## config.mk

```make
export PLATFORM = sky130hd
export DESIGN_NAME = fill_arb
export DESIGN_NICKNAME = d
export VERILOG_FILES = /design/src/rtl/fill_pkg.sv /design/src/rtl/fill_rr_pick.sv /design/src/rtl/fill_arb.sv
export SDC_FILE = /design/constraint.sdc
export NUM_CORES = 1
export LEC_CHECK = 0
export ABC_AREA = 0
export CAP_MARGIN = 25
export CORE_ASPECT_RATIO = 0.9
export CORE_UTILIZATION = 49
export CTS_CLUSTER_DIAMETER = 120
export CTS_CLUSTER_SIZE = 28
export DETAILED_ROUTE_END_ITERATION = 12
export PLACE_DENSITY = 0.85
export SLEW_MARGIN = 15
export SYNTH_ARGS = -nofsm -noshare
export SYNTH_HDL_FRONTEND = slang
export SYNTH_SLANG_ARGS = --single-unit
```

## constraint.sdc

```tcl
create_clock -name clk -period 3 [get_ports clk]
set_input_delay 0.75 -clock clk [delete_from_list [all_inputs] [get_ports clk]]
set_output_delay 0.75 -clock clk [all_outputs]
set_load 0.005 [all_outputs]
```

## src/rtl/fill_pkg.sv

```systemverilog
// Shared types and sizing helpers for the icache/data line-fill arbiter.
package fill_pkg;

    typedef enum logic [2:0] {
        IDLE,
        REQ,
        COLLECT,
        IBURST,
        DRESP,
        HOLD
    } state_e;

    typedef enum logic {
        OWN_I,
        OWN_D
    } owner_e;

    localparam int LINE_LENGTH_DEF = 4;
    localparam int LINE_NIBBLES    = LINE_LENGTH_DEF * 2;
    localparam int M_CNT_W         = 5;

    function automatic int line_nibbles(input int line_length);
        return line_length * 2;
    endfunction

    // Index width for a buffer of n nibbles, never narrower than one bit.
    function automatic int nib_w(input int n);
        return (n <= 2) ? 1 : $clog2(n);
    endfunction

endpackage

```

## src/rtl/fill_rr_pick.sv

```systemverilog
// Two-way requester pick: icache vs data. FILL_RR_EN selects round-robin with a
// last-grant pointer; otherwise fixed priority (icache first) with no state.
module fill_rr_pick (
`ifdef FILL_RR_EN
    input  logic clk,
    input  logic reset,
    input  logic take,
`endif
    input  logic i_req,
    input  logic d_req,
    output logic pick
);

`ifdef FILL_RR_EN
    import fill_pkg::*;

    // ptr names the requester favoured on the next tie.
    owner_e ptr;

    always_ff @(posedge clk) begin
        if (reset)
            ptr <= OWN_I;
        else if (take)
            ptr <= pick ? OWN_I : OWN_D;
    end

    assign pick = d_req && (!i_req || ptr == OWN_D);
`else
    assign pick = d_req && !i_req;
`endif

endmodule

```

## src/rtl/fill_arb.sv

```systemverilog
// Line-fill arbiter: fetches an icache line or a data word from nibble-serial
// memory, then bursts it to the icache or acks the data port. Macro: FILL_RR_EN.
module fill_arb
    import fill_pkg::*;
#(
    parameter int LINE_LENGTH = 4,
    parameter int PA          = 22,
    parameter int RV          = 16
) (
    input  logic                                 clk,
    input  logic                                 reset,
    input  logic                                 i_pull,
    input  logic [PA-$clog2(LINE_LENGTH)-1:0]    i_tag,
    output logic                                 i_wstrobe,
    output logic [3:0]                           i_dread,
    output logic                                 i_fault,
    input  logic                                 d_req,
    input  logic [PA-1:0]                        d_addr,
    output logic                                 d_ack,
    output logic                                 d_fault,
    output logic [RV-1:0]                        d_rdata,
    output logic                                 m_req,
    output logic [PA-1:0]                        m_addr,
    output logic [M_CNT_W-1:0]                   m_cnt,
    input  logic                                 m_gnt,
    input  logic                                 m_rvalid,
    input  logic [3:0]                           m_rdata,
    input  logic                                 m_fault
);

    localparam int OFS   = $clog2(LINE_LENGTH);
    localparam int NIB   = line_nibbles(LINE_LENGTH);
    localparam int DN    = RV / 4;
    localparam int BUF_N = (NIB > DN) ? NIB : DN;
    localparam int KW    = nib_w(BUF_N);

    state_e                   state, state_nx;
    owner_e                   owner;
    logic [KW-1:0]            k;
    logic [PA-1:0]            addr_q;
    logic [M_CNT_W-1:0]       cnt_q;
    logic [BUF_N-1:0][3:0]    line_buf;
    logic                     go, pick, coll_last, burst_last, busy;

    assign go         = (state == IDLE) && (i_pull || d_req);
    assign coll_last  = (M_CNT_W'(k) == cnt_q - M_CNT_W'(1));
    assign burst_last = (k == KW'(NIB - 1));
    assign busy       = (state == REQ) || (state == COLLECT);

    fill_rr_pick u_pick (
`ifdef FILL_RR_EN
        .clk   (clk),
        .reset (reset),
        .take  (go),
`endif
        .i_req (i_pull),
        .d_req (d_req),
        .pick  (pick)
    );

    always_comb begin
        state_nx = state;
        case (state)
            IDLE:    if (go) state_nx = REQ;
            REQ:     if (m_fault) state_nx = IDLE;
                     else if (m_gnt) state_nx = COLLECT;
            COLLECT: if (m_fault) state_nx = IDLE;
                     else if (m_rvalid && coll_last)
                         state_nx = (owner == OWN_I) ? IBURST : DRESP;
            IBURST:  if (burst_last) state_nx = HOLD;
            DRESP:   state_nx = IDLE;
            HOLD:    state_nx = IDLE;  // swallow the stale miss still on i_pull
            default: state_nx = IDLE;
        endcase
    end

    always_ff @(posedge clk) begin
        if (reset) begin
            state  <= IDLE;
            owner  <= OWN_I;
            k      <= '0;
            addr_q <= '0;
            cnt_q  <= '0;
        end else begin
            state <= state_nx;
            case (state)
                IDLE: if (go) begin
                    owner  <= pick ? OWN_D : OWN_I;
                    addr_q <= pick ? d_addr : {i_tag, {OFS{1'b0}}};
                    cnt_q  <= pick ? M_CNT_W'(DN) : M_CNT_W'(NIB);
                    k      <= '0;
                end
                COLLECT: if (m_fault)
                    k <= '0;
                else if (m_rvalid)
                    k <= coll_last ? '0 : k + KW'(1);
                IBURST: k <= burst_last ? '0 : k + KW'(1);
                default: ;
            endcase
        end
    end

    // Buffer contents are don't-care after reset, so it carries no reset.
    always_ff @(posedge clk) begin
        if (state == COLLECT && m_rvalid && !m_fault)
            line_buf[k] <= m_rdata;
    end

    assign m_req     = (state == REQ);
    assign m_addr    = addr_q;
    assign m_cnt     = cnt_q;
    assign i_wstrobe = (state == IBURST);
    assign i_dread   = i_wstrobe ? line_buf[k] : 4'h0;
    assign d_ack     = (state == DRESP);
    assign d_rdata   = d_ack ? line_buf[DN-1:0] : '0;
    assign i_fault   = busy && m_fault && (owner == OWN_I);
    assign d_fault   = busy && m_fault && (owner == OWN_D);

endmodule

```

==> flow_summary_export.csv, run 1 <==
group,metric,value,unit
route,drcViolationCount,0,
place,dp_cells,434,
grt,use_met3,0.0549,
cells_and_area,n_antenna_cell,0,
grt,grt.met1_usage,0.286,
cells_and_area,final_nets,431,
sta,post-route-period-util,0.955,
place,portBuffers,101,
status,status,"finished clean",
setup_path,r2r_cells,3,
setup_path,critPathRequiredTime,2.25,ns
pwr,switching_share,0.244,
logic_synthesis,synth-edff-count,32,
cells_and_area,layout-drive-gt1-share,0.153,
logic_synthesis,synth-seq-cells,62,
floorplanning,die_area,6590,sq um
pwr,p_switching,0.519,mW
grt,track_usage,0.239,
route,vias,2466,
logic_synthesis,synthesis.instances,272,
run,cap_viol_max_count,0,
clock_network,cts.sinks,62,
cells_and_area,fin_cells,450,
grt,grtUsageMet2,0.413,
route,drtIter0Drc,175,
place,place_congestion,0.942,
pwr,peakVddDrop,0.000425,V
clock_network,clkLatencyLatePin,0.33,ns
sta,skew,0.00699,ns
min_path,hold_path.class,"register to register",
logic_synthesis,syn_area_per_cell,11.3,sq um
pwr,total_leakage_power,1.53,nW
sta,fmax,0.349,GHz
cells_and_area,final_core_util,0.742,
clock_network,clock_path_buffers,2,
clock_network,post_cts_buffers,0,
logic_synthesis,synth.distinct_cells,43,
grt,busiest_layer,"met2",
route,wl_per_cell,16.5,microns
cells_and_area,layout_common_cells,"clkdlybuf4s50_1, nor2_1, edfxtp_1, dfxtp_1, mux2i_1",
cells_and_area,final_common_cell,"clkdlybuf4s50_1",
sta,tns,0,ns
clock_network,cts_buffers,9,
pwr,powerDensity,490,nW/um^2
pwr,power_frac_comb,0.179,
grt,grt_pass1_wl,12000,microns
route,wl,7410,microns
logic_synthesis,seq_area_frac_synth,0.508,
floorplanning,io_pins,105,
setup_path,cp-start-kind,"input port",
logic_synthesis,synth_area,3070,sq um
grt,grt.overflow.total,0,
setup_path,r2r-start,"state[1]",
floorplanning,start_util,0.525,
sta,post-route-min-period,2.87,ns
sta,finalHoldViolCount,0,
sta,grt_setup_unrepaired,"no",
clock_network,clockRootBuffer,"clkbuf_8",
clock_network,clkTransAtPathRegs,0.06,ns
pwr,internal_power,1.61,mW
floorplanning,die_y,77.1,microns
clock_network,htree_num_levels,3,
floorplanning,rows,26,
setup_path,endpoint_kind,"output port",
clock_network,tritoncts,"done",
pwr,power_frac_seq,0.452,
route,dr.pass1.iters,4,
grt,grt_max_degree,41,
route,final_antenna_net_count,0,
place,dp_hpwl,5490,microns
grt,antenna_found_initial,0,
setup_path,crit_type,"input port to output port",
setup_path,rrSetupSlack,1.14,ns
logic_synthesis,yosysWarnings,0,
sta,setup_violations,0,
setup_path,cp-endpoint,"i_fault",
logic_synthesis,async_flop_share,0,
setup_path,reg2reg_to,"line_buf[13]",
sta,slew_viol_final,0,
logic_synthesis,ys.flop_type,"edfxtp_1",
setup_path,crit_start,"m_fault",
setup_path,arrival,2.12,ns
cells_and_area,area_growth_syn_to_layout,41.4,%
floorplanning,die_w,85.5,microns
grt,grt_pass1_vias,2494,
setup_path,cp_max_fo,3,
route,viasPerCell,5.48,
pwr,p_clk_frac,0.369,
floorplanning,core,5860,sq um
==> area by class of cell <==
type	instances	area, sq um
flip-flops and latches	62	1560
fillers	402	1510
multi-input cells	182	1360
repair buffers	112	1090
clock buffers	9	124
clock inverters	7	88.8
well taps	70	87.6
inverters	8	30.0
==> synthesized netlist by cell type (3+ instances only) <==
cell / n / area [sq um]
ha_1: 3 / 37.5
inv_1: 8 / 30.0
nor2_1: 37 / 139
a21oi_1: 11 / 55.1
mux2i_1: 26 / 260
a211oi_2: 20 / 250
buf_4: 7 / 52.6
nand3_1: 5 / 25.0
nor2b_1: 3 / 18.8
o21ai_0: 7 / 35.0
buf_1: 3 / 11.3
edfxtp_1: 32 / 961
buf_2: 5 / 25.0
nor3_1: 5 / 25.0
nor3b_1: 3 / 22.5
dfxtp_1: 30 / 601
buf_6: 3 / 33.8
and2_1: 19 / 119
clkbuf_1: 4 / 15.0
nand2_1: 9 / 33.8
==> worst max-delay path: stages <==
cell             delay, ns
clkdlybuf4s50_1       0.53
nor4b_1               0.28
clkdlybuf4s50_1       0.56
==> worst min path at each step <==
stage	from	to	slack [ns]	depth (start not counted)
floorplan	m_cnt[3]	m_cnt[3]	0.48	2
global placement	m_addr[0]	m_addr[0]	0.48	2
detailed placement	m_cnt[3]	m_cnt[3]	0.51	2
CTS	m_cnt[3]	m_cnt[3]	0.52	2
global route	m_cnt[3]	m_cnt[3]	0.54	2
finish	m_cnt[3]	m_cnt[3]	0.52	2
==> timing repair <==
action | 4_1_cts | 5_1_grt
resized for setup | 0 | 3
setup endpoints to repair | 0 | 3
hold buffers | 0 | 0
==> sequential cells by signal, indices dropped and copies added, names as in the netlist <==
| signal | cells |
|---|---|
| line_buf | 32 |
| m_addr | 22 |
| k | 3 |
| state | 3 |
| m_cnt | 2 |
==> logic make-up after synthesis <==
logic type / Yosys count / synth area share
AND/OR/NAND/NOR: 89 / 0.152
flip-flops: 62 / 0.508
AO/OA/AOI/OAI: 55 / 0.159
multiplexers: 30 / 0.107
buffers and inverters: 30 / 0.0546
adder cells (fa/ha/maj): 3 / 0.0122
XOR/XNOR: 2 / 0.00570
other: 1 / 0.00122
==> layer usage <==
layer  vias up  wire length [microns]
met4         0                    111
met5         -                      0
met2        90                   3760
met1      1174                   3100
li1       1189                      -
met3        13                    437
==> through the flow <==
| step | setup slack (ns) | hold WS [ns] | area, sq um | power [mW] |
|---|---|---|---|---|
| floorplan | 0.976 | 0.477 | 3080 | 1.17 |
| global placement | 0.150 | 0.483 | 4130 | 1.34 |
| detailed placement | 0.130 | 0.505 | 4130 | 1.36 |
| CTS | 0.0520 | 0.518 | 4340 | 2.14 |
| global route | 0.0264 | 0.542 | 4340 | 2.21 |
| finish | 0.134 | 0.520 | 4340 | 2.13 |
==> power by group through the flow <==
stage | registers [mW] | clock network (mW) | logic (mW)
3_5_place_dp | 0.979 | 0 | 0.376
2_1_floorplan | 0.975 | 0 | 0.197
4_1_cts | 0.961 | 0.795 | 0.381
5_1_grt | 0.966 | 0.835 | 0.411
3_3_place_gp | 0.977 | 0 | 0.367
6_report | 0.961 | 0.785 | 0.380
Note: power is estimated with default switching activity, not from simulation.
==> run 2: changes to the inputs <==
--- a/config.mk
+++ b/config.mk
@@ -6,7 +6,7 @@
 export NUM_CORES = 1
 export LEC_CHECK = 0
 export ABC_AREA = 0
-export CAP_MARGIN = 25
+export CAP_MARGIN = 10
 export CORE_ASPECT_RATIO = 0.9
 export CORE_UTILIZATION = 49
 export CTS_CLUSTER_DIAMETER = 120
==> results of run 2 <==
Final layout, timing and power as in run 1 (identical DEF).
==> run 3: changes to the inputs <==
--- a/config.mk
+++ b/config.mk
@@ -12,7 +12,8 @@
 export CTS_CLUSTER_DIAMETER = 120
 export CTS_CLUSTER_SIZE = 28
 export DETAILED_ROUTE_END_ITERATION = 12
-export PLACE_DENSITY = 0.85
+export GPL_TIMING_DRIVEN = 0
+export PLACE_DENSITY = 0.88
 export SLEW_MARGIN = 15
 export SYNTH_ARGS = -nofsm -noshare
 export SYNTH_HDL_FRONTEND = slang
==> run 3 against run 2 <==
Net effect:
- sequential share of layout area fell by 0.57 points
- flip-flop and latch count unchanged
- design area rose by 1.4%
- non-clock buffer count rose by 11
- critical endpoint is now i_dread[2]
- largest cell class unchanged
- largest power group unchanged
==> flow_summary_export.csv, run 3 (synthesis results as in run 1) <==
group,metric,value,unit
setup_path,rrSetupSlack,0.85,ns
setup_path,cpMaxStageDelayCell,"clkdlybuf4s50_1",
cells_and_area,nFillCells,379,
grt,grt_pass1_vias,2555,
pwr,p_clk_frac,0.346,
clock_network,cts.sinks,62,
grt,grt_max_degree,13,
route,wl,7750,microns
min_path,min_from,"m_addr[1]",
grt,grtUsageMet2,0.414,
sta,post-route-period-util,0.972,
cells_and_area,design_area,4410,sq um
pwr,power_frac_seq,0.458,
pwr,peakVddDrop,0.000388,V
cells_and_area,layout-drive-gt1-share,0.164,
route,final_antenna_net_count,0,
cells_and_area,fin_cells,461,
route,vias,2559,
sta,setup_violations,0,
floorplanning,die_y,77.1,microns
clock_network,clockRootBuffer,"clkbuf_8",
setup_path,reg2reg_to,"line_buf[1]",
min_path,hold-path-cell-count,2,
floorplanning,rows,26,
setup_path,critPathRequiredTime,2.25,ns
grt,grt.overflow.total,0,
setup_path,crit_family,"buffers and inverters",
sta,slew_viol_final,0,
setup_path,slowest_delay,0.45,ns
pwr,switching_share,0.260,
setup_path,crit_chain,"clkbuf_4 -> mux2_2 -> a221oi_1 -> a21o_1 -> a21oi_1 -> clkdlybuf4s50_1",
route,dr.pass1.iters,4,
setup_path,crit_type,"register to output port",
cells_and_area,multiInputGateArea,1360,sq um
status,status,"finished clean",
sta,timing.slew.headroom,0.500,
clock_network,clkTransAtPathRegs,0.07,ns
setup_path,path_buf_inv,2,
clock_network,tritoncts,"done",
clock_network,cts_buffers,9,
clock_network,post_cts_buffers,0,
pwr,internal_power,1.54,mW
sta,worst_slew_pin_slew,0.744,ns
min_path,min_to,"m_addr[1]",
route,drcViolationCount,0,
cells_and_area,layout_common_cells,"clkdlybuf4s50_1, nor2_1, edfxtp_1, dfxtp_1, mux2i_1",
sta,post-route-min-period,2.91,ns
route,drtIter0Drc,229,
cells_and_area,final_common_cell,"clkdlybuf4s50_1",
setup_path,cp_max_fo,8,
clock_network,clock_path_buffers,2,
place,dp_cells,445,
pwr,p_switching,0.544,mW
setup_path,r2r_cells,4,
cells_and_area,area_growth_syn_to_layout,43.4,%
setup_path,endpoint_kind,"output port",
setup_path,cp-start-kind,"register",
sta,finalHoldViolCount,0,
place,place_area,4180,sq um
cells_and_area,regArea,1560,sq um
cells_and_area,final_nets,442,
clock_network,htree_num_levels,3,
grt,track_usage,0.250,
place,portBuffers,101,
cells_and_area,largest_reg_flops,32,
sta,tns,0,ns
setup_path,r2r-start,"state[1]",
route,wl_per_cell,16.8,microns
place,dp_hpwl,5770,microns
grt,grt_pass1_wl,12600,microns
floorplanning,core,5860,sq um
min_path,hold_path.class,"register to register",
pwr,total_leakage_power,1.58,nW
floorplanning,die_w,85.5,microns
grt,busiest_layer,"met2",
sta,fmax,0.343,GHz
floorplanning,io_pins,105,
floorplanning,start_util,0.525,
clock_network,clkLatencyLatePin,0.33,ns
pwr,power_frac_comb,0.196,
place,place_congestion,0.873,
grt,antenna_found_initial,0,
run,cap_viol_max_count,0,
grt,grt.met1_usage,0.318,
cells_and_area,n_antenna_cell,0,
floorplanning,die_area,6590,sq um
clock_network,hold_buffers,0,
setup_path,arrival,2.16,ns
sta,skew,0.00982,ns
pwr,p_total,2.09,mW
route,viasPerCell,5.55,
cells_and_area,regMostFlops,"line_buf",
pwr,powerDensity,474,nW/um^2
grt,use_met3,0.0538,
[run 3: cell count changes in the layout (fill, tap and decap cells not counted), sizes merged]
cell / delta
buf: +5
clkbuf: +6
dlymetal6s2s: +1
bufinv: -1
clkinvlp: +1
clkdlybuf4s50: -1
[run 3: worst max-delay path by stage]
| stage | startpoint | slack (ns) | depth (start not counted) | endpoint |
|---|---|---|---|---|
| 2_1_floorplan | state[2] | 0.98 | 4 | d_rdata[10] |
| 3_3_place_gp | m_fault | 0.05 | 3 | d_fault |
| 3_5_place_dp | m_fault | 0.05 | 3 | d_fault |
| 4_1_cts | k[0] | 0.02 | 7 | i_dread[3] |
| 5_1_grt | k[1] | -0.007 | 6 | i_dread[2] |
| 6_report | k[1] | 0.09 | 6 | i_dread[2] |
[run 3: power by group through the flow]
stage	clock [mW]	combinational, mW	sequential (mW)
after floorplan	0	0.197	0.975
after global placement	0	0.393	0.972
after detailed placement	0	0.404	0.974
after CTS	0.727	0.408	0.956
after global routing	0.771	0.440	0.961
final	0.723	0.409	0.956
[run 3: what timing repair did]
action,CTS,global route
pin swaps,0,0
cloned,0,0
endpoints found under the setup margin,14,15
gates resized for setup,4,10
[run 3: tightest hold or removal path: stages, from the launching register on]
cell     delay, ns
dfxtp_1       0.34
a22oi_1       0.07
nor2_1        0.08
[run 3: area by class of cell]
| class | instances | area share |
|---|---|---|
| plain buffers | 22 | 0.0346 |
| multi-input cells | 182 | 0.309 |
| clock buffers | 9 | 0.0281 |
| repair buffers | 101 | 0.230 |
| flip-flops and latches | 62 | 0.354 |
| well taps | 70 | 0.0199 |
| clock inverters | 7 | 0.0170 |
| inverters | 8 | 0.00682 |
[run 3: routing by layer]
| layer | routed length [microns] | share of wire |
|---|---|---|
| met5 | 0 | 0 |
| met4 | 217 | 0.028 |
| met3 | 571 | 0.074 |
| met2 | 3820 | 0.49 |
| met1 | 3140 | 0.40 |
[run 3: through the flow]
step	hold slack (ns)	setup slack [ns]	utilization
3_3_place_gp	0.478	0.0531	0.713
4_1_cts	0.513	0.0194	0.749
3_5_place_dp	0.495	0.0505	0.713
6_report	0.512	0.0855	0.752
5_1_grt	0.548	-0.00678	0.752
2_1_floorplan	0.477	0.976	-
